[config.mk]
export PLATFORM = sky130hd
export DESIGN_NAME = awg_cmd_parser
export DESIGN_NICKNAME = d
export VERILOG_FILES = /design/src/rtl/awg_cmd_parser.sv
export SDC_FILE = /design/constraint.sdc
export NUM_CORES = 1
export LEC_CHECK = 0
export BUFFER_PORTS_ARGS = -buffer_cell sky130_fd_sc_hd__buf_2
export CORE_MARGIN = 10
export CORE_UTILIZATION = 48
export DETAILED_ROUTE_END_ITERATION = 6
export HOLD_SLACK_MARGIN = 0.1
export PLACE_DENSITY_LB_ADDON = 0.08
export SYNTH_ARGS = -nofsm -noshare
export SYNTH_HDL_FRONTEND = slang
export SYNTH_SLANG_ARGS = --single-unit
[constraint.sdc]
create_clock -name clk -period 2.7 [get_ports clk]
set_input_delay 0.81 -clock clk [delete_from_list [all_inputs] [get_ports clk]]
set_output_delay 0.81 -clock clk [all_outputs]
set_load 0.03 [all_outputs]
[src/rtl/awg_cmd_parser.sv]
// awg_cmd_parser: framed UART command parser holding the AWG waveform configuration registers.
module awg_cmd_parser #(
   parameter int          TIMEOUT_CYCLES = 100000,
   parameter logic [1:0]  DEF_TYPE       = 2'd0,
   parameter logic [16:0] DEF_FREQ       = 17'd1000,
   parameter logic [9:0]  DEF_AMP        = 10'd512,
   parameter logic [9:0]  DEF_OFFSET     = 10'd512
) (
   input  logic        clk,
   input  logic        rst_n,
   input  logic [7:0]  data_in,
   input  logic        data_valid,
   output logic [1:0]  waveform_type,
   output logic [16:0] frequency,
   output logic [9:0]  amplitude,
   output logic [9:0]  dc_offset,
   output logic        cfg_update,
   output logic        frame_err,
   output logic [1:0]  err_code
);
   localparam int CW = $clog2(TIMEOUT_CYCLES + 1);
   typedef enum logic [1:0] {S_IDLE, S_CMD, S_PAYLOAD, S_CHECK} state_t;
   state_t        state_q, state_d;
   logic [2:0]    cmd_q, cmd_d;
   logic [1:0]    len_q, len_d;
   logic [23:0]   shift_q, shift_d;
   logic [7:0]    xor_q, xor_d;
   logic [CW-1:0] cnt_q, cnt_d;
   logic [1:0]    type_q, type_d, code_q, code_d;
   logic [16:0]   freq_q, freq_d;
   logic [9:0]    amp_q, amp_d, off_q, off_d;
   logic          upd_q, upd_d, err_q, err_d;
   logic          timeout, range_ok;

   assign timeout  = (state_q != S_IDLE) && !data_valid && (cnt_q == CW'(TIMEOUT_CYCLES - 1));
   assign range_ok = (cmd_q == 3'd1) ? (shift_q[7:2] == '0) :
                     (cmd_q == 3'd2) ? (shift_q[23:17] == '0) : (shift_q[15:10] == '0);

   always_comb begin
      state_d = state_q;
      cmd_d   = cmd_q;
      len_d   = len_q;
      shift_d = shift_q;
      xor_d   = xor_q;
      cnt_d   = (state_q == S_IDLE || data_valid) ? '0 : cnt_q + 1'b1;
      type_d  = type_q;
      freq_d  = freq_q;
      amp_d   = amp_q;
      off_d   = off_q;
      code_d  = code_q;
      upd_d   = 1'b0;
      err_d   = 1'b0;
      if (data_valid) begin
         case (state_q)
            S_IDLE: state_d = (data_in == 8'hA5) ? S_CMD : S_IDLE;
            S_CMD: begin
               if (data_in != 8'd0 && data_in < 8'd5) begin
                  cmd_d   = data_in[2:0];
                  len_d   = (data_in == 8'd1) ? 2'd1 : (data_in == 8'd2) ? 2'd3 : 2'd2;
                  xor_d   = data_in;
                  shift_d = '0;
                  state_d = S_PAYLOAD;
               end else begin
                  err_d   = 1'b1;
                  code_d  = 2'd1;
                  state_d = S_IDLE;
               end
            end
            S_PAYLOAD: begin
               shift_d = {shift_q[15:0], data_in};
               xor_d   = xor_q ^ data_in;
               len_d   = len_q - 2'd1;
               state_d = (len_q == 2'd1) ? S_CHECK : S_PAYLOAD;
            end
            default: begin
               state_d = S_IDLE;
               if (data_in != xor_q || !range_ok) begin
                  err_d  = 1'b1;
                  code_d = (data_in != xor_q) ? 2'd2 : 2'd3;
               end else begin
                  upd_d  = 1'b1;
                  type_d = (cmd_q == 3'd1) ? shift_q[1:0]  : type_q;
                  freq_d = (cmd_q == 3'd2) ? shift_q[16:0] : freq_q;
                  amp_d  = (cmd_q == 3'd3) ? shift_q[9:0]  : amp_q;
                  off_d  = (cmd_q == 3'd4) ? shift_q[9:0]  : off_q;
               end
            end
         endcase
      end else if (timeout) begin
         state_d = S_IDLE;
         err_d   = 1'b1;
         code_d  = 2'd0;
         shift_d = '0;
         xor_d   = '0;
         cnt_d   = '0;
      end
   end

   always_ff @(posedge clk or negedge rst_n) begin
      if (!rst_n) begin
         state_q <= S_IDLE;
         cmd_q   <= '0;
         len_q   <= '0;
         shift_q <= '0;
         xor_q   <= '0;
         cnt_q   <= '0;
         type_q  <= DEF_TYPE;
         freq_q  <= DEF_FREQ;
         amp_q   <= DEF_AMP;
         off_q   <= DEF_OFFSET;
         code_q  <= '0;
         upd_q   <= 1'b0;
         err_q   <= 1'b0;
      end else begin
         state_q <= state_d;
         cmd_q   <= cmd_d;
         len_q   <= len_d;
         shift_q <= shift_d;
         xor_q   <= xor_d;
         cnt_q   <= cnt_d;
         type_q  <= type_d;
         freq_q  <= freq_d;
         amp_q   <= amp_d;
         off_q   <= off_d;
         code_q  <= code_d;
         upd_q   <= upd_d;
         err_q   <= err_d;
      end
   end

   assign waveform_type = type_q;
   assign frequency     = freq_q;
   assign amplitude     = amp_q;
   assign dc_offset     = off_q;
   assign cfg_update    = upd_q;
   assign frame_err     = err_q;
   assign err_code      = code_q;
endmodule

==> After elaboration in Yosys (flattened, before gate mapping) <==
Cells that the tools add are included.
{ "op_classes": {"add_sub_neg": 2, "multipliers": 0, "div": 0, "order_cmp": 1, "eq_ne": 18, "n_shift": 0, "n_mux": 36, "bitwise": 3, "reduce_logical": 25} }
{ "ops": {"columns": ["cell", "n"], "rows": [
  ["$mux W24", 3],
  ["$mux W17", 3],
  ["$pmux W24 S2", 1],
  ["$mux W8", 3],
  ["$reduce_and A4 Y1", 5],
  ["$add A17 B1 Y17 const B", 1],
  ["$eq A17 B17 Y1 const B", 1],
  ["$mux W2", 8],
  ["$pmux W8 S2", 1],
  ["$mux W1", 13],
  ["$logic_not A6 Y1", 2],
  ["$reduce_and A3 Y1", 3],
  ["$eq A8 B1 Y1 const B", 1],
  ["$eq A8 B2 Y1 const B", 1],
  ["$eq A8 B8 Y1 const B", 1],
  ["$lt A8 B3 Y1 const B", 1],
  ["$ne A8 B8 Y1", 1],
  ["$pmux W2 S2", 2],
  ["$reduce_bool A8 Y1", 1],
  ["$xor A8 B8 Y8", 1],
  ["$logic_not A7 Y1", 1],
  ["$eq A3 B2 Y1 const B", 2],
  ["$ne A3 B1 Y1 const B", 2],
  ["$ne A3 B3 Y1 const B", 2],
  ["16 further kinds", 25]
]} }
{ "totals": {"register_bits": 99, "latchBits": 0, "ram_bits": 0, "rom_bits": 0, "output_inout_bits": 43, "elab_cells": 98, "memories": 0} }

==> Logic depth before layout (Yosys ltp) <==
Gate-level depths: netlist of the first run.
{ "depth": {"word_depth": 8, "ltp_mapped": 9, "mapped_depth_nobuf": 6} }

==> Least setup slack after synthesis of the first run <==
No wires, ideal clock.
{ "synth_timing": {"kind": "input-to-reg", "startpoint": "input data_in[0]", "endpoint": "register freq_q[10] (netlist: frequency[10])", "setup_ns": 0.125, "t_arrival_ns": 2.549, "setup_slack_ns": 0.026, "path_stages": 7, "n_path_buf": 2, "cell_sequence": "clkbuf_1 -> xnor2_1 -> nand4_1 -> nor4_4 -> nand3_4 -> buf_6 -> mux2_4"} }
{ "synth_via": {"elab_chain_len": 4} }
{ "synth_lines": {"columns": ["item", "line_no", "source"], "rows": [
  ["from (decl)", "11", "input logic [7:0] data_in,"],
  ["$ne A8 B8 Y1", "77", "if (data_in != xor_q || !range_ok) begin"],
  ["$logic_or A1 B1 Y1", "77", null],
  ["$not A1 Y1 (no source line)", null, null],
  ["$reduce_and A4 Y1 (no source line)", null, null],
  ["to (signal assigned)", "122", "freq_q <= freq_d;"],
  ["to (decl)", "30", "logic [16:0] freq_q, freq_d;"]
]} }
No other way between the ends.
A chain may end at the register's enable or synchronous reset.

==> Worst setup path after layout of the first run <==
{ "layout_timing": {"startpoint": "register shift_q[14]", "endpoint": "register freq_q[10] (netlist: frequency[10])"} }
{ "layout_via": {"elab_chain_len": 7} }
{ "layout_lines": {"columns": ["item", "line_no", "source"], "rows": [
  ["from (decl)", "26", "logic [23:0] shift_q, shift_d;"],
  ["from (signal assigned)", "118", "shift_q <= shift_d;"],
  ["$logic_not A6 Y1", "37", "(cmd_q == 3'd2) ? (shift_q[23:17] == '0) : (shift_q[15:10] == '0);"],
  ["$mux W1", "37", null],
  ["$mux W1", "36", "assign range_ok = (cmd_q == 3'd1) ? (shift_q[7:2] == '0) :"],
  ["$logic_not A1 Y1", "77", null],
  ["$logic_or A1 B1 Y1", "77", null],
  ["$not A1 Y1 (no source line)", null, null],
  ["$reduce_and A4 Y1 (no source line)", null, null]
]} }
No other way between the ends.

==> metrics list, run 1 <==
* Netlist Area Pre-Place: 0.004486 mm^2
* Routability congestion estimate from global placement: 0.8165
* Share of total power in sequential cells: 56.7%
- Cell Chain, Critical Path: or4_1 > o32a_1 > nor4_4 > buf_4 > nand3_4 > mux2_4
- After detailed routing, the number of vias per cell comes to approximately 5.7.
- I/O Buffers: 53
* # Max-Cap Violations: 0
* Gate Count Post-Synth: about 370
- Clk Latency, worst-skew pair: around 0.38 ns
* Synthesized netlist net count: 385
* Share of the core filled with cells in the final layout: 56.54%
- Rows: 35
- Setup crit start kind: register
* Global router's overall resource usage: 15.48%
- Setup violations remaining at the end of the flow were counted as 0.
- The internal portion of the total power is 1.984 mW.
* NetSw: 0.6628 mW
- Run status: finished clean
- Logic gate share of total power: 4.2%
- 54 I/O pins were placed.
- DIE AREA: 0.01361 mm^2
- Net switching is between 20% and 30% of the power.
* Final Hold Viols: 0
- Maximum number of pins on one net before global-route repair: 52
- Arr. time, crit path: 2.67 ns
- Sequential cells were found to cover 55.45% of the synthesized design area.
- Slew Limit Headroom: around 42%
* Overall via count from detail_route: between 3,000 and 4,000
- Layout cell share with drive strength beyond 1: 32.88%
- Worst voltage drop across the vdd grid: 0.2654 mV
- In this run, synthesis inferred 0 flip-flops with an integrated enable.
- Maximum clock rate: 0.4128 GHz
* Setup repair after global routing missed its margin: no
- Root cell of the clock tree: sky130_fd_sc_hd__clkbuf_8
* Setup TNS: 0 ns
* Worst setup slack for register-to-register paths: 0.28 ns
- In this run the power density over the cells is 511.5 mW/mm^2.
- Once detail routing completed, the nets flagged for antenna violations numbered 0.
- The Yosys step of the flow raised 0 warnings.
* Most used cells in the layout excluding fill and tap cells: sky130_fd_sc_hd__dfrtp_1, sky130_fd_sc_hd__buf_2, sky130_fd_sc_hd__mux2_2
- Most common library cell in the layout ignoring fill and taps: sky130_fd_sc_hd__dfrtp_1
- The number of global-route vias before repair is ~3,100.
* Required time of the critical path: 2.95 ns
- Clock slew seen by the registers of the worst setup and hold paths: roughly 0.12 ns
- Async set or reset register ratio after synthesis: 100.0%
- Routed wire length per instance: 18.03 um
- Max-slew violations: 0
* Number of antenna violations at the first check in global routing: 0
* Number of distinct library cells after synthesis: 48
* Critical setup path kind: reg2reg
- Max incr delay on CP: around 0.53 ns
- The worst setup path is captured at a register.
- Compared with the post-synthesis result, the final layout area differs by 15.37%.
- After clock tree synthesis, the flow added hold-fix buffers numbering 0.
- Number of CTS-inserted buffers: 9
- Synthesis-stage register bit count: between 90 and 100
- Standard cell with the maximum stage delay on the critical path: sky130_fd_sc_hd__or4_1
- Nets@finish: between 400 and 500
- Each instance of the synthesized netlist takes up on average between 10 and 15 um^2.
* Crit-path max FO: 17
- Path type of the worst min-delay path: in2async
- The number of antenna diodes in the final layout is 0.
- CTS H-Tree Depth: 3
- Post-CTS timing repair inserted 0 buffers for setup.
* Clock network power share: 39.0%
- For the final database, setup skew stands at 0.01981 ns.
- The number of buffers and inverters on the critical path is 1.
* Residual DRC count: 0
* Area of the placeable core: 0.009153 mm^2
* Fin crit share: 89.73%
- First-pass iteration count of the detailed router: 4
- The die is 116.7 um wide.
- Summed over all cells, the static leakage comes to 2.542 nW.
- Gates resized during post-CTS repair numbered 0.
- Registers take 0.002487 mm^2.
- Worst-Margin Slew: a little under 0.9 ns
- The HPWL after detailed placement is 6982 um.
* Sum of routed wire length over all layers: approximately 9900 um
- Tmin final: 2.423 ns
- Area occupied by multi-input gates: 0.001906 mm^2
- Family of cells with the greatest summed delay on the critical path: simple AND/OR/NAND/NOR gates
- The first global-routing pass estimated around 17,000 um of wire.
- Main flop type after synthesis: sky130_fd_sc_hd__dfrtp_1
* Congestion Overflow GR: 0
* Clk sink count: 99
* Number of buffers on the longest clock path: 2
- The detailed router finished its first iteration with around 170 violations.
- Measured along the y axis, the die boundary spans 116.7 um.
- Initial Util: 49.01%
- Clock tree from TritonCTS: built
* Count of fill cells added during filler insertion: 770
## worst reg2reg max path, stage by stage (launching register included)
cell                      delay, ns
sky130_fd_sc_hd__dfrtp_1       0.44
sky130_fd_sc_hd__or4_1         0.53
sky130_fd_sc_hd__o32a_1        0.34
sky130_fd_sc_hd__nor4_4        0.13
sky130_fd_sc_hd__buf_4         0.20
sky130_fd_sc_hd__nand3_4       0.27
sky130_fd_sc_hd__mux2_4        0.40
## layer usage
layer	wire length (um)	track usage, %	vias to the layer above
met3	468	2.671	15
li1	-	-	1482
met1	4556	20.11	1558
met5	0	0	-
met4	183	6.013	0
met2	4687	25.26	57
## area by class of cell
class / count / area share (%)
tap: 111 / 2.684
multi-input combinational: 251 / 36.82
clock buffer: 9 / 2.394
inverter: 3 / 0.2176
clock inverter: 7 / 1.838
sequential: 99 / 48.07
timing repair buffer: 69 / 7.979
## through the flow
stage,hold WS [ns],instance area [um^2],power (mW),setup WS (ns),std cells
2_1_floorplan,0.4485,4486,1.573,0.02588,372
3_3_place_gp,0.4633,4956,1.643,0.07049,533
3_5_place_dp,0.4769,4956,1.645,0.06033,533
4_1_cts,0.3305,5175,2.672,0.2544,549
5_1_grt,0.3449,5175,2.751,0.1599,549
6_report,0.3280,5175,2.647,0.2774,549
## sequential cells by signal, indices dropped and copies added (netlist names)
signal,flops
state_q,2
waveform_type,2
len_q,2
shift_q,24
err_code,2
frame_err,1
amplitude,10
cnt_q,17
cfg_update,1
frequency,17
xor_q,8
cmd_q,3
dc_offset,10
## power by group through the flow
| stage | sequential [mW] | clock (mW) | combinational (mW) |
|---|---|---|---|
| final | 1.50 | 1.03 | 0.111 |
| after global routing | 1.50 | 1.12 | 0.126 |
| after CTS | 1.50 | 1.05 | 0.115 |
| after detailed placement | 1.53 | 0 | 0.114 |
| after global placement | 1.53 | 0 | 0.113 |
| after floorplan | 1.53 | 0 | 0.0424 |
## final timing paths
check,startpoint,cells past startpoint,endpoint
min,rst_n,1,amplitude[1]
min in group clk,len_q[1],2,len_q[1]
max in group asynchronous,rst_n,2,cnt_q[14]
max reg2reg,shift_q[14],6,frequency[10]
min reg2reg,len_q[1],2,len_q[1]
max,shift_q[14],6,frequency[10]
## cell usage after synthesis (all sizes together) (2+ instances only)
cell / number / area [um^2]
and2: 4 / 25.03
nor2: 22 / 82.58
o21ai: 4 / 20.02
nand3: 27 / 147.6
or2: 2 / 12.51
and3: 3 / 18.77
nand2: 27 / 101.4
dfrtp: 91 / 2277
nand4: 15 / 123.9
nor3b: 2 / 15.01
nand2b: 2 / 12.51
nor2b: 4 / 25.02
a22o: 23 / 201.4
clkbuf: 16 / 60.06
xnor2: 14 / 122.6
ha: 2 / 25.02
buf: 3 / 21.27
nor4b: 2 / 17.52
dfstp: 8 / 210.2
nand4b: 9 / 78.83
or4: 3 / 22.52
a21oi: 4 / 20.02
or3: 3 / 18.77
o211ai: 2 / 15.01
mux2: 42 / 510.5
nor4: 3 / 33.78
nor3: 7 / 35.03
xor2: 9 / 78.83
o31ai: 2 / 15.01
inv: 3 / 11.26
nand3b: 3 / 22.52
## kinds of logic (layout without fill, tap and decap cells)
group	after synthesis	after routing	synth area share [%]
xor+xnor	23	23	4.491
mux	43	43	11.60
buf+inv	22	88	2.064
compound gates	44	44	7.950
fa+ha+maj	2	2	0.5578
simple gates	139	139	17.88
flops	99	99	55.45
(Power assumes the default switching activity.)
==> run 2: changes to the inputs <==
Clock period 2.7 ns to 3.1 ns, I/O delays scaled along.
==> metrics list, run 2 (synthesis results as in run 1) <==
- Clock slew seen by the registers of the worst setup and hold paths: about 0.10 ns
- between 50 and 60 I/O pins were placed.
- The worst hold path belongs to the class reg2reg.
- Static leakage: 2.503 nW
- Standard cell with the maximum stage delay on the critical path: sky130_fd_sc_hd__or4_1
* Number of antenna violations at the first check in global routing: 0
- The count of buffers added on input and output ports is 53.
- Routed wire length per instance: about 18 um
- The filler cells instantiated in the layout total 807.
- The register with the most flip-flops in the layout has 24 of them.
- The sequential cells in the finished layout cover a total of about 0.0025 mm^2.
- Counting along the longest clock path gives a buffer depth of 2.
* Cell area after layout: 0.005116 mm^2
- The clock reaches the later pin of the worst-skew pair after about 0.37 ns.
- Gates resized during post-CTS repair numbered 0.
- First-pass iteration count of the detailed router: 4
* Hpwl dp: 6978 um
* Final setup viols: 0
* Max incr delay on CP: 0.53 ns
- Walking the worst path, the cells encountered are or4_1 > o32a_1 > nor4_4 > nand3_4 > mux2_4.
- Kind of capture point of the worst setup path: register
* Overall via count from detail_route: 3,082
- From left edge to right edge, the die measures 116.7 um.
- Setup repair after global routing missed its margin: no
- Area growth syn-to-layout: 14.06%
* Sum of routed wire length over all layers: between 9000 and 10,000 um
- First-pass GRT wire length: 16,430 um
- Of all nets on the critical path, the largest fanout is 17.
- The top cell types in the final layout, fill and taps aside, are sky130_fd_sc_hd__dfrtp_1, sky130_fd_sc_hd__buf_2, sky130_fd_sc_hd__mux2_2.
- The final layout contains 439 nets.
- Clock network power share: 40.1%
- For this block, the initial DRC count from the detailed router was 202.
- For this design, the CTS-stage hold fixing added 0 buffers.
- Global router's overall resource usage: about 15%
* Die span in y: 116.7 um
- Maximum number of pins on one net before global-route repair: 55
- Broken down by cell family, the worst path's largest delay share belongs to simple AND/OR/NAND/NOR gates.
- Required time of the critical path: 3.35 ns
- Residual DRC count: 0
* Number of global-route vias before repair: 3,091
- Final worst clock skew: 0.007495 ns
* Most common library cell in the layout ignoring fill and taps: sky130_fd_sc_hd__dfrtp_1
- Global routing finished with a remaining overflow of 0.
- Maximum clock rate: 0.3672 GHz
- Area occupied by multi-input gates: between 0.0015 and 0.002 mm^2
- Total internal power: 1.792 mW
- Layout cell share with drive strength beyond 1: about a third
- The H-tree generated during clock tree synthesis spans 3 levels.
- Count of placed standard cells including taps: 526
- Net switching is 23.22% of the power.
- Max-cap violations in this run came to 0.
- Number of CTS-inserted buffers: 9
- The finished layout holds 542 standard cells, fillers aside.
- Setup TNS: 0 ns
- Number of inserted diodes: 0
- Measured on the finished design, the core utilization comes to between 50% and 60%.
- Counting both buffers and inverters, the worst setup path holds a total of 0.
* Run status: finished clean
* Via density per instance: 5.686
- Clock tree from TritonCTS: built
- Combinational cells account for 3.8% of the total power.
- In this run the clock root is driven by a sky130_fd_sc_hd__clkbuf_8.
- For this design the total switching power over the nets is approximately 0.54 mW.
- Clk sink count: 99
- Area of the placeable core: just over 0.009 mm^2
* Share of total power in sequential cells: 56.1%
- For this configuration, the core starts out at a cell density of between 40% and 50%.
- Max-slew violations: 0
- In this run the power density over the cells is 456.1 mW/mm^2.
- Routability congestion estimate from global placement: between 0.8 and 0.9
* Rows: 35
* Area after detailed placement: 0.004891 mm^2
- The number of setup buffers added after CTS is 0.
- Arr. time, crit path: 2.97 ns
* Worst voltage drop across the vdd grid: 0.2239 mV
* Reg with most FFs: shift_q
* Slew Limit Headroom: 39.81%
- Worst-Margin Slew: 0.8952 ns
* Tmin final: 2.723 ns
- The die covers 0.01361 mm^2.
- Critical setup path kind: reg2reg
* Post-route ant nets: 0
- Setup crit start kind: register
* Final Hold Viols: 0
* Fin crit share: 87.85%
run 2: cell types whose count changed in the layout (fill, tap and decap cells not counted):
| cell | change |
|---|---|
| sky130_fd_sc_hd__bufinv_16 | +1 |
| sky130_fd_sc_hd__buf_12 | -1 |
| sky130_fd_sc_hd__clkinv_8 | -1 |
| sky130_fd_sc_hd__inv_8 | -1 |
| sky130_fd_sc_hd__buf_4 | -6 |
| sky130_fd_sc_hd__clkbuf_1 | +1 |
run 2: through the flow:
stage          hold WS, ns  total power [mW]  setup slack [ns]
2_1_floorplan       0.4485             1.370            0.3059
3_3_place_gp        0.4651             1.423            0.1697
3_5_place_dp        0.4671             1.425           0.07831
4_1_cts             0.4873             2.356            0.3698
5_1_grt             0.5196             2.426            0.2832
6_report            0.4822             2.334            0.3766
run 2: layout make-up:
cell class                 instances  area share [%]
multi-input combinational        251           37.25
clock buffer                      10           2.494
timing repair buffer              62           6.799
sequential                        99           48.62
inverter                           3          0.2201
clock inverter                     6           1.908
tap                              111           2.715
run 2: path summary, 6_finish.rpt:
check / cells past startpoint / startpoint / endpoint / slack (ns)
min in group asynchronous: 1 / rst_n / dc_offset[1] / 0.57
max in group asynchronous: 2 / rst_n / frequency[6] / 1.78
setup / recovery: 5 / shift_q[14] / frequency[16] / 0.38
setup reg to reg: 5 / shift_q[14] / frequency[16] / 0.38
hold / removal: 2 / len_q[1] / len_q[1] / 0.48
hold reg to reg: 2 / len_q[1] / len_q[1] / 0.48
run 2: power by group through the flow:
stage	Combinational, mW	Sequential (mW)	Clock [mW]
floorplan	0.0370	1.33	0
global placement	0.0892	1.33	0
detailed placement	0.0913	1.33	0
CTS	0.0916	1.31	0.956
global route	0.101	1.31	1.01
finish	0.0891	1.31	0.936
run 2: worst reg2reg max path, stage by stage (launching register included):
cell	delay, ns
sky130_fd_sc_hd__dfrtp_1	0.44
sky130_fd_sc_hd__or4_1	0.53
sky130_fd_sc_hd__o32a_1	0.35
sky130_fd_sc_hd__nor4_4	0.47
sky130_fd_sc_hd__nand3_4	0.41
sky130_fd_sc_hd__mux2_4	0.41
run 2: metal layers:
| metal | GRT usage [%] | share of wire [%] | up-vias |
|---|---|---|---|
| met5 | 0 | 0 | - |
| met2 | 24.02 | 47 | 49 |
| met4 | 5.437 | 1.7 | 0 |
| li1 | - | - | 1468 |
| met3 | 2.260 | 3.5 | 13 |
| met1 | 21.43 | 48 | 1552 |
==> run 3: changes to the inputs <==
Settings changed: CELL_PAD_IN_SITES_DETAIL_PLACEMENT set to 1, CELL_PAD_IN_SITES_GLOBAL_PLACEMENT set to 2, CORE_UTILIZATION 48 to 42.
==> metrics list, run 3 (synthesis results as in run 1) <==
* Run status: finished clean
* Die width: 123.3 um
- Final hold analysis gives a worst-case slack of 0.4889 ns.
* Setup repair after global routing missed its margin: no
* Max-slew violations: 0
* Critical setup path kind: reg2reg
- Register Area: 0.002487 mm^2
* Kind of capture point of the worst setup path: register
- 0 antenna diodes ended up in the layout.
- Clock-pin slew was measured on the worst setup and hold paths at 0.10 ns.
* Overall via count from detail_route: between 3,000 and 4,000
- Number of buffers on the longest clock path: 2
- Count of fill cells added during filler insertion: approximately 1,100
- After detailed routing, the number of vias per cell comes to 5.517.
* Logic gate share of total power: roughly 4.0%
- Post-route ant nets: 0
- Rows: 37
- The min-delay analysis places its worst path in the category reg2reg.
* Area occupied by multi-input gates: 0.001906 mm^2
* Most common library cell in the layout ignoring fill and taps: sky130_fd_sc_hd__dfrtp_1
- The region available for standard cell placement spans 0.01037 mm^2.
- Number of antenna violations at the first check in global routing: 0
- The floorplan step defined a die boundary enclosing 0.01521 mm^2.
* Required time of the critical path: 3.35 ns
* Clk sink count: 99
* Power density over the cells: between 400 and 500 mW/mm^2
* Die span in y: 123.3 um
- Once the floorplan was initialized, standard cells occupied 43.26% of the core.
- At the pin with the least slew margin, the transition time is 0.9673 ns.
- NetSw: between 0.5 and 0.6 mW
- Setup crit start kind: register
- In the layout the commonest cells are sky130_fd_sc_hd__dfrtp_1, sky130_fd_sc_hd__buf_2, sky130_fd_sc_hd__mux2_2.
- Counting the buffers created by CTS gives 9.
- The clock tree synthesis step divided the H-tree into 3 levels.
- The number of setup buffers added after CTS is 0.
* Layout Cells excl Fill: 569
- The register with the most flip-flops in the layout has 24 of them.
* Maximum number of pins on one net before global-route repair: 47
- Share of the core filled with cells in the final layout: 49.36%
- Fin crit share: 89.38%
- Tmin final: around 2.8 ns
* Count of placed standard cells including taps: between 500 and 600
- The internal portion of the total power is 1.675 mW.
* Sum of routed wire length over all layers: approximately 11,000 um
- Slew Limit Headroom: between 30% and 40%
- IR analysis of the VDD net gives a maximum drop of around 0.18 mV.
- Across the run, the number of max-cap violations was 0.
- For the worst-skew pair, the clock arrives at the later sink with an insertion delay of 0.36 ns.
- Setup TNS: 0 ns
- The HPWL after detailed placement is 7803 um.
- For this run the aggregate overflow at the end of global routing stands at 0.
- Residual DRC count: 0
- In the global route stage, overall resource usage came out at 14.44%.
* Share of total power in sequential cells: around three fifths
- Setup violations remaining at the end of the flow were counted as 0.
- Post-CTS repair changed the size of 0 cells.
- Iteration-0 DRC count of the detailed router: between 150 and 200
* Root cell of the clock tree: sky130_fd_sc_hd__clkbuf_8
* Top-level I/O count: 54
* Final worst clock skew: 0.009862 ns
* Clock tree from TritonCTS: built
- Maximum clock rate: about 0.36 GHz
* Nets@finish: 441
- In the final layout, the share of cells above drive strength 1 is about a third.
* Fraction of power spent switching nets: between 20% and 30%
- The number of global-route vias before repair came to 3,314.
- Static leakage: 2.504 nW
- Routed wire length per instance: 18.85 um
* First-pass iteration count of the detailed router: 4
- Data on the critical path arrives at its endpoint at ~3.0 ns.
- Input and output buffers added on the ports amount to 53.
- Counting flops per register, the top entry is shift_q.
- Area growth syn-to-layout: 14.11%
- First-pass GRT wire length: 17,660 um
- The final hold violation count is 0.
* Hold-fix buffer count after cts: 0
- Crit-path max FO: 17
* Clock network power share: 37.1%
- At the end of routability-driven placement, the weighted congestion stood at 0.7774.
run 3: cell count changes in the layout (fill, tap and decap cells not counted):
cell / change
sky130_fd_sc_hd__clkinvlp_4: -2
sky130_fd_sc_hd__clkinv_2: +1
sky130_fd_sc_hd__buf_12: -1
sky130_fd_sc_hd__inv_6: +3
sky130_fd_sc_hd__buf_4: +3
sky130_fd_sc_hd__clkbuf_1: -1
sky130_fd_sc_hd__inv_8: -1
sky130_fd_sc_hd__clkbuf_8: +2
sky130_fd_sc_hd__bufinv_16: -2
run 3: final timing paths:
path | to | cells after the start | slack (ns) | startpoint
worst max register to register | frequency[10] | 5 | 0.33 | shift_q[14]
worst min-delay path | len_q[1] | 2 | 0.49 | len_q[1]
min in group asynchronous | dc_offset[0] | 1 | 0.54 | rst_n
worst min register to register | len_q[1] | 2 | 0.49 | len_q[1]
worst max-delay path | frequency[10] | 5 | 0.33 | shift_q[14]
max in group asynchronous | cnt_q[16] | 2 | 1.86 | rst_n
run 3: layout make-up:
cell class                 count  area share [%]
timing repair buffer          64           6.844
clock buffer                  11           2.958
sequential                    99           48.59
clock inverter                 5          0.8311
tap                          136           3.324
inverter                       3          0.2200
multi-input combinational    251           37.23
run 3: power by group through the flow:
stage / combinational (mW) / sequential [mW] / clock (mW)
global route: 0.102 / 1.31 / 0.914
floorplan: 0.0370 / 1.33 / 0
finish: 0.0896 / 1.31 / 0.827
global placement: 0.0911 / 1.33 / 0
detailed placement: 0.0926 / 1.33 / 0
CTS: 0.0928 / 1.31 / 0.853
run 3: metal layers:
layer,vias up,routed length [um],track usage (%)
li1,1469,-,-
met1,1611,4837,18.96
met2,47,5327,23.87
met3,12,449,2.416
met4,0,112,4.512
met5,-,0,0
run 3: stage by stage:
step | area, um^2 | setup slack [ns] | power, mW
after floorplan | 4486 | 0.3059 | 1.370
after global placement | 4925 | 0.1713 | 1.425
after detailed placement | 4925 | 0.05476 | 1.426
after CTS | 5119 | 0.3230 | 2.255
after global routing | 5119 | 0.1983 | 2.327
final | 5119 | 0.3292 | 2.225
run 3: worst max-delay path, stage by stage (launching register included):
cell and delay, ns:
sky130_fd_sc_hd__dfrtp_1 0.43, sky130_fd_sc_hd__or4_1 0.55, sky130_fd_sc_hd__o32a_1 0.36, sky130_fd_sc_hd__nor4_4 0.49, sky130_fd_sc_hd__nand3_4 0.42, sky130_fd_sc_hd__mux2_4 0.41
